File: config.mk
export PLATFORM = sky130hd
export DESIGN_NAME = ball_hit_tracker
export DESIGN_NICKNAME = d
export VERILOG_FILES = /design/src/rtl/ball_hit_tracker.sv
export SDC_FILE = /design/constraint.sdc
export NUM_CORES = 1
export LEC_CHECK = 0
export BUFFER_PORTS_ARGS = -buffer_cell sky130_fd_sc_hd__buf_2
export CORE_MARGIN = 5
export CORE_UTILIZATION = 37
export DETAILED_ROUTE_END_ITERATION = 16
export PLACE_DENSITY = 0.62
export SYNTH_ARGS = -nofsm -noshare
export SYNTH_HDL_FRONTEND = slang
export SYNTH_SLANG_ARGS = --single-unit
File: constraint.sdc
create_clock -name clk -period 3.97 [get_ports clk]
set_clock_uncertainty 0.05 [all_clocks]
set_input_delay 0.397 -clock clk [delete_from_list [all_inputs] [get_ports clk]]
set_output_delay 0.397 -clock clk [all_outputs]
set_load 0.02 [all_outputs]
File: src/rtl/ball_hit_tracker.sv
// Ball-ball, ball-wall and ball-hole hit tracker with frame-aged repeat suppression.
// Optional HIT_STATS_EN adds a saturating count of accepted pair hits.
module ball_hit_tracker #(
    parameter int NUM_BALLS   = 4,
    parameter int PAIR_SLOTS  = 4,
    parameter int HOLD_FRAMES = 2,
    parameter int ID_W        = $clog2(NUM_BALLS)
) (
    input  logic                 clk,
    input  logic                 resetN,
    input  logic                 startOfFrame,
    input  logic                 new_game,
    input  logic [1:0]           Table_DR,
    input  logic                 Hole_DR,
    input  logic [NUM_BALLS-1:0] Balls_DR_VEC,
    output logic                 collision,
    output logic [NUM_BALLS-1:0] balls_in_game,
    output logic                 pair_hit,
    output logic [ID_W-1:0]      pair_id_a,
    output logic [ID_W-1:0]      pair_id_b,
    output logic [NUM_BALLS-1:0] ballwall_collide,
    output logic [1:0]           collided_wall,
    output logic [NUM_BALLS-1:0] ballhole_collide,
    output logic                 pair_overflow
`ifdef HIT_STATS_EN
    ,
    output logic [15:0]          hit_count
`endif
);

    localparam int AGE_W = (HOLD_FRAMES > 1) ? $clog2(HOLD_FRAMES) : 1;
    localparam logic [AGE_W-1:0] AGE_LAST = AGE_W'(HOLD_FRAMES - 1);

    logic [PAIR_SLOTS-1:0] slot_vld;
    logic [ID_W-1:0]       slot_a   [PAIR_SLOTS];
    logic [ID_W-1:0]       slot_b   [PAIR_SLOTS];
    logic [AGE_W-1:0]      slot_age [PAIR_SLOTS];
    logic [NUM_BALLS-1:0]  lock;
    logic [AGE_W-1:0]      lock_age [NUM_BALLS];

    logic [NUM_BALLS-1:0]  act_p0, rest_p0, wall_new_p0;
    logic [ID_W-1:0]       a_p0, b_p0;
    logic                  pair_det_p0, has_free_p0, hit_new_p0, drop_p0, hole_det_p0;
    logic [PAIR_SLOTS-1:0] match_p0, alloc_p0;

    // Stage p0: combinational detection against the pre-update table state
    assign act_p0 = Balls_DR_VEC & balls_in_game;

    always_comb begin
        a_p0    = '0;
        b_p0    = '0;
        rest_p0 = '0;
        for (int i = NUM_BALLS - 1; i >= 0; i--)
            if (act_p0[i]) a_p0 = ID_W'(i);
        rest_p0 = act_p0 & ~(NUM_BALLS'(1) << a_p0);
        for (int i = NUM_BALLS - 1; i >= 0; i--)
            if (rest_p0[i]) b_p0 = ID_W'(i);
    end

    assign pair_det_p0 = |rest_p0;

    always_comb begin
        match_p0    = '0;
        alloc_p0    = '0;
        has_free_p0 = 1'b0;
        for (int s = 0; s < PAIR_SLOTS; s++) begin
            match_p0[s] = slot_vld[s] && (slot_a[s] == a_p0) && (slot_b[s] == b_p0);
            if (!slot_vld[s] && !has_free_p0) begin
                alloc_p0[s] = 1'b1;
                has_free_p0 = 1'b1;
            end
        end
    end

    assign hit_new_p0  = pair_det_p0 && !(|match_p0) && has_free_p0;
    assign drop_p0     = pair_det_p0 && !(|match_p0) && !has_free_p0;
    assign wall_new_p0 = (Table_DR != 2'b00) ? (act_p0 & ~lock) : '0;
    assign hole_det_p0 = Hole_DR && (|act_p0);
    assign collision   = pair_det_p0 || ((Table_DR != 2'b00) && (|act_p0));

    // Stage p1: registered pulses, table/lock update and frame aging
    always_ff @(posedge clk or negedge resetN) begin
        if (!resetN) begin
            balls_in_game    <= '1;
            pair_hit         <= 1'b0;
            pair_id_a        <= '0;
            pair_id_b        <= '0;
            ballwall_collide <= '0;
            collided_wall    <= 2'b00;
            ballhole_collide <= '0;
            pair_overflow    <= 1'b0;
            slot_vld         <= '0;
            lock             <= '0;
            for (int s = 0; s < PAIR_SLOTS; s++) begin
                slot_a[s]   <= '0;
                slot_b[s]   <= '0;
                slot_age[s] <= '0;
            end
            for (int i = 0; i < NUM_BALLS; i++) lock_age[i] <= '0;
        end else if (new_game) begin
            balls_in_game    <= '1;
            pair_hit         <= 1'b0;
            pair_id_a        <= '0;
            pair_id_b        <= '0;
            ballwall_collide <= '0;
            collided_wall    <= 2'b00;
            ballhole_collide <= '0;
            pair_overflow    <= 1'b0;
            slot_vld         <= '0;
            lock             <= '0;
            for (int s = 0; s < PAIR_SLOTS; s++) slot_age[s] <= '0;
            for (int i = 0; i < NUM_BALLS; i++) lock_age[i] <= '0;
        end else begin
            pair_hit         <= hit_new_p0;
            pair_id_a        <= hit_new_p0 ? a_p0 : '0;
            pair_id_b        <= hit_new_p0 ? b_p0 : '0;
            ballwall_collide <= wall_new_p0;
            collided_wall    <= (|wall_new_p0) ? Table_DR : 2'b00;
            ballhole_collide <= hole_det_p0 ? act_p0 : '0;
            if (hole_det_p0) balls_in_game <= balls_in_game & ~act_p0;

            if (drop_p0)           pair_overflow <= 1'b1;
            else if (startOfFrame) pair_overflow <= 1'b0;

            // A refresh or allocation this cycle wins over frame aging
            for (int s = 0; s < PAIR_SLOTS; s++) begin
                if (pair_det_p0 && match_p0[s]) begin
                    slot_age[s] <= '0;
                end else if (hit_new_p0 && alloc_p0[s]) begin
                    slot_vld[s] <= 1'b1;
                    slot_a[s]   <= a_p0;
                    slot_b[s]   <= b_p0;
                    slot_age[s] <= '0;
                end else if (startOfFrame && slot_vld[s]) begin
                    if (slot_age[s] == AGE_LAST) begin
                        slot_vld[s] <= 1'b0;
                        slot_age[s] <= '0;
                    end else begin
                        slot_age[s] <= slot_age[s] + 1'b1;
                    end
                end
            end

            for (int i = 0; i < NUM_BALLS; i++) begin
                if (wall_new_p0[i]) begin
                    lock[i]     <= 1'b1;
                    lock_age[i] <= '0;
                end else if (startOfFrame && lock[i]) begin
                    if (lock_age[i] == AGE_LAST) begin
                        lock[i]     <= 1'b0;
                        lock_age[i] <= '0;
                    end else begin
                        lock_age[i] <= lock_age[i] + 1'b1;
                    end
                end
            end
        end
    end

`ifdef HIT_STATS_EN
    always_ff @(posedge clk or negedge resetN) begin
        if (!resetN)
            hit_count <= '0;
        else if (new_game)
            hit_count <= '0;
        else if (hit_new_p0 && (hit_count != 16'hFFFF))
            hit_count <= hit_count + 16'd1;
    end
`endif

endmodule
==> flow_summary.toml <==
[status]
status = "complete, no violations"

[cells_and_area]
drive_gt1_frac = 0.280
multi_input_area_um2 = 1410
diodes = 0
stdcell_count = 385
ff_latch_area_um2 = 1310
fill_cells = 744
fin_nets = 296
synthToLayoutAreaGrowth_pct = 12.4

[worst_setup_path]
cp.arrival_ns = 3.15
crit_path_max_fanout = 11
cp-start-kind = "flip-flop"
path_class = "flip-flop to flip-flop"
cp.required_ns = 4.11
endpoint_kind = "flip-flop"

[synthesis]
synth_cell_types = 61
yosys-top-cells-area = "dfrtp_1 43%, nand2_1 5.0%, mux2_2 4.4%"
synth_nets = 264
ys.flop_type = "dfrtp_1"
synthMuxAreaShare = 0.0674
seq_area_frac_synth = 0.469
synth_top_family_by_area = "simple AND/OR/NAND/NOR gates"
synth_common_cells = "48 x dfrtp_1, 37 x nand2_1, 18 x nor2_1"
syn_area_um2 = 2780
yosysMostFrequentCell = "dfrtp_1"
synth.top_cell.area_share = 0.431
synthXorXnorAreaFrac = 0.0755
synth-seq-cells = 52
synthAdderAreaFrac = 0
syn_inst = 253
yosysTopAreaCell = "dfrtp_1"
yosysWarningCount = 0
synth_async_sr_flop_share = 1.00
synth-edff-count = 0
synth.avg_cell_area_um2 = 11.0
synth_compound_area_frac = 0.156
synth_simple_gate_area_frac = 0.208

[sta]
final_max_slew_viol_count = 0
fmax_mhz = 332
hold_viol_final = 0
slew_headroom = 0.482
report.final.setup_viol = 0
finalCriticalPeriod_ns = 3.01
tns_ns = 0
worstMarginPinSlew_ns = 0.773
rsz0062_at_grt = "false"
fin_crit_sh = 0.759

[die]
core_um2 = 7290
dieHeight_um = 96.7
dieArea_um2 = 9360
chipWidth_um = 96.7
io_pins = 32
std_cell_rows = 31
initial_core_util = 0.382

[global_routing]
grtUsageTotal = 0.133
grt-ovfl-total = 0
grt_pass1_wl_um = 10300
grt_max_degree = 34
grt_pass1_vias = 2058
antenna_found_initial = 0

[placed_design]
hpwl_um = 4420
placedCellCount = 376
portBuffers = 31
gp_congestion = 0.900

[detailed_routing]
wl_per_cell_um = 15.5
wl_met1_um = 2750
viasPerCell = 5.30
first_iter_violations = 116
wl_um = 5980
ant_nets = 0
wl_met3_um = 153
first_pass_iters = 4
wl_met2_um = 3000
drc = 0
vias = 2040
top_layer = "met4"

[cts]
cts_buffers = 5
cts_tree = "done"
cts.root.buffer_cell = "clkbuf_8"
htreeDepth = 2
clk_latency_ns = 0.31
clock_path_buffers = 2
clock_sinks = 52
path_clk_slew_ns = 0.10

[power]
power.leakage_nw = 1.35
ir_drop_mv = 0.158
power_density_nw_per_um2 = 421

[min_path]
hold_class = "primary input to flip-flop"

[job]
cap_violations = 0
## worst paths after layout
path	startpoint	slack, ns	to	cells past startpoint
min reg2reg	pair_overflow	0.44	pair_overflow	1
max reg2reg	balls_in_game[3]	0.96	slot_age[0]	7
max	balls_in_game[3]	0.96	slot_age[0]	7
min	Table_DR[0]	0.28	collided_wall[0]	3
max in group asynchronous	resetN	2.58	pair_id_b[1]	3
min in group asynchronous	resetN	0.49	ballwall_collide[3]	2
## power breakdown
| group | switching [mW] | leakage, nW | total (mW) | internal, mW |
|---|---|---|---|---|
| Combinational | 0.203 | 0.615 | 0.343 | 0.139 |
| Clock | 0.190 | 0.0487 | 0.319 | 0.129 |
| Sequential | 0.0605 | 0.682 | 0.657 | 0.596 |
| Total | 0.453 | 1.35 | 1.32 | 0.865 |
## cells by family after synthesis
logic type      count (synthesis)
xor+xnor                       21
buf+inv                        14
compound gates                 44
mux                            17
simple gates                  105
flops                          52
## sequential cells by signal, indices dropped and copies added (netlist names)
name,count
slot_b,8
pair_id_a,2
slot_age,4
pair_id_b,2
slot_vld,4
slot_a,8
balls_in_game,4
pair_overflow,1
collided_wall,2
ballhole_collide,4
lock_age,4
ballwall_collide,4
pair_hit,1
lock,4
## critical path: stages (launching register included)
cell and delay (ns):
dfstp_2 0.63, nand4_1 0.24, a211oi_4 0.54, xnor2_1 0.17
nand3_1 0.16, o31ai_4 0.48, nor3_2 0.24, a2111oi_1 0.38
## final cells by class
cell class	instances	share of cell area
clock buffer	5	0.0220
clock inverter	3	0.00839
inverter	6	0.00719
multi-input combinational	187	0.450
sequential	52	0.417
tap	99	0.0396
timing repair buffer	33	0.0552
## stage by stage
stage / hold WS (ns) / util / total power, mW / instance area, µm² / setup WS [ns]
2_1_floorplan: 0.0514 / - / 0.926 / 2780 / 1.25
3_3_place_gp: 0.311 / 0.415 / 1.01 / 3030 / 1.00
3_5_place_dp: 0.322 / 0.415 / 1.01 / 3030 / 0.992
4_1_cts: 0.277 / 0.429 / 1.33 / 3130 / 0.948
5_1_grt: 0.281 / 0.429 / 1.39 / 3130 / 0.718
6_report: 0.283 / 0.429 / 1.32 / 3130 / 0.958
## layout by cell type, fill, tap and decap left out, drive strengths merged, types with 5 or more instances in the layout
| cell type | Yosys | routed |
|---|---|---|
| nor2 | 19 | 19 |
| xor2 | 9 | 9 |
| nor4 | 7 | 7 |
| buf | 3 | 32 |
| dfrtp | 48 | 48 |
| a21oi | 7 | 7 |
| a2111oi | 5 | 5 |
| xnor2 | 12 | 12 |
| nand2 | 38 | 38 |
| mux2 | 14 | 14 |
| nand3 | 5 | 5 |
| and3 | 5 | 5 |
| clkbuf | 5 | 5 |
| nor3 | 17 | 17 |
| and2 | 6 | 6 |
| inv | 6 | 7 |
## per-layer routing
| metal | global-route usage | vias up |
|---|---|---|
| met2 | 0.229 | 25 |
| met3 | 0.0259 | 6 |
| met5 | 0 | - |
| met4 | 0.0389 | 0 |
| li1 | - | 984 |
| met1 | 0.168 | 1025 |
## what timing repair did
item / CTS / global route
endpoints found under the hold margin: 15 / 0
setup buffers: 0 / 0
resized for setup: 0 / 0
hold buffers: 1 / 0
Power figures use the tool's default switching activity.
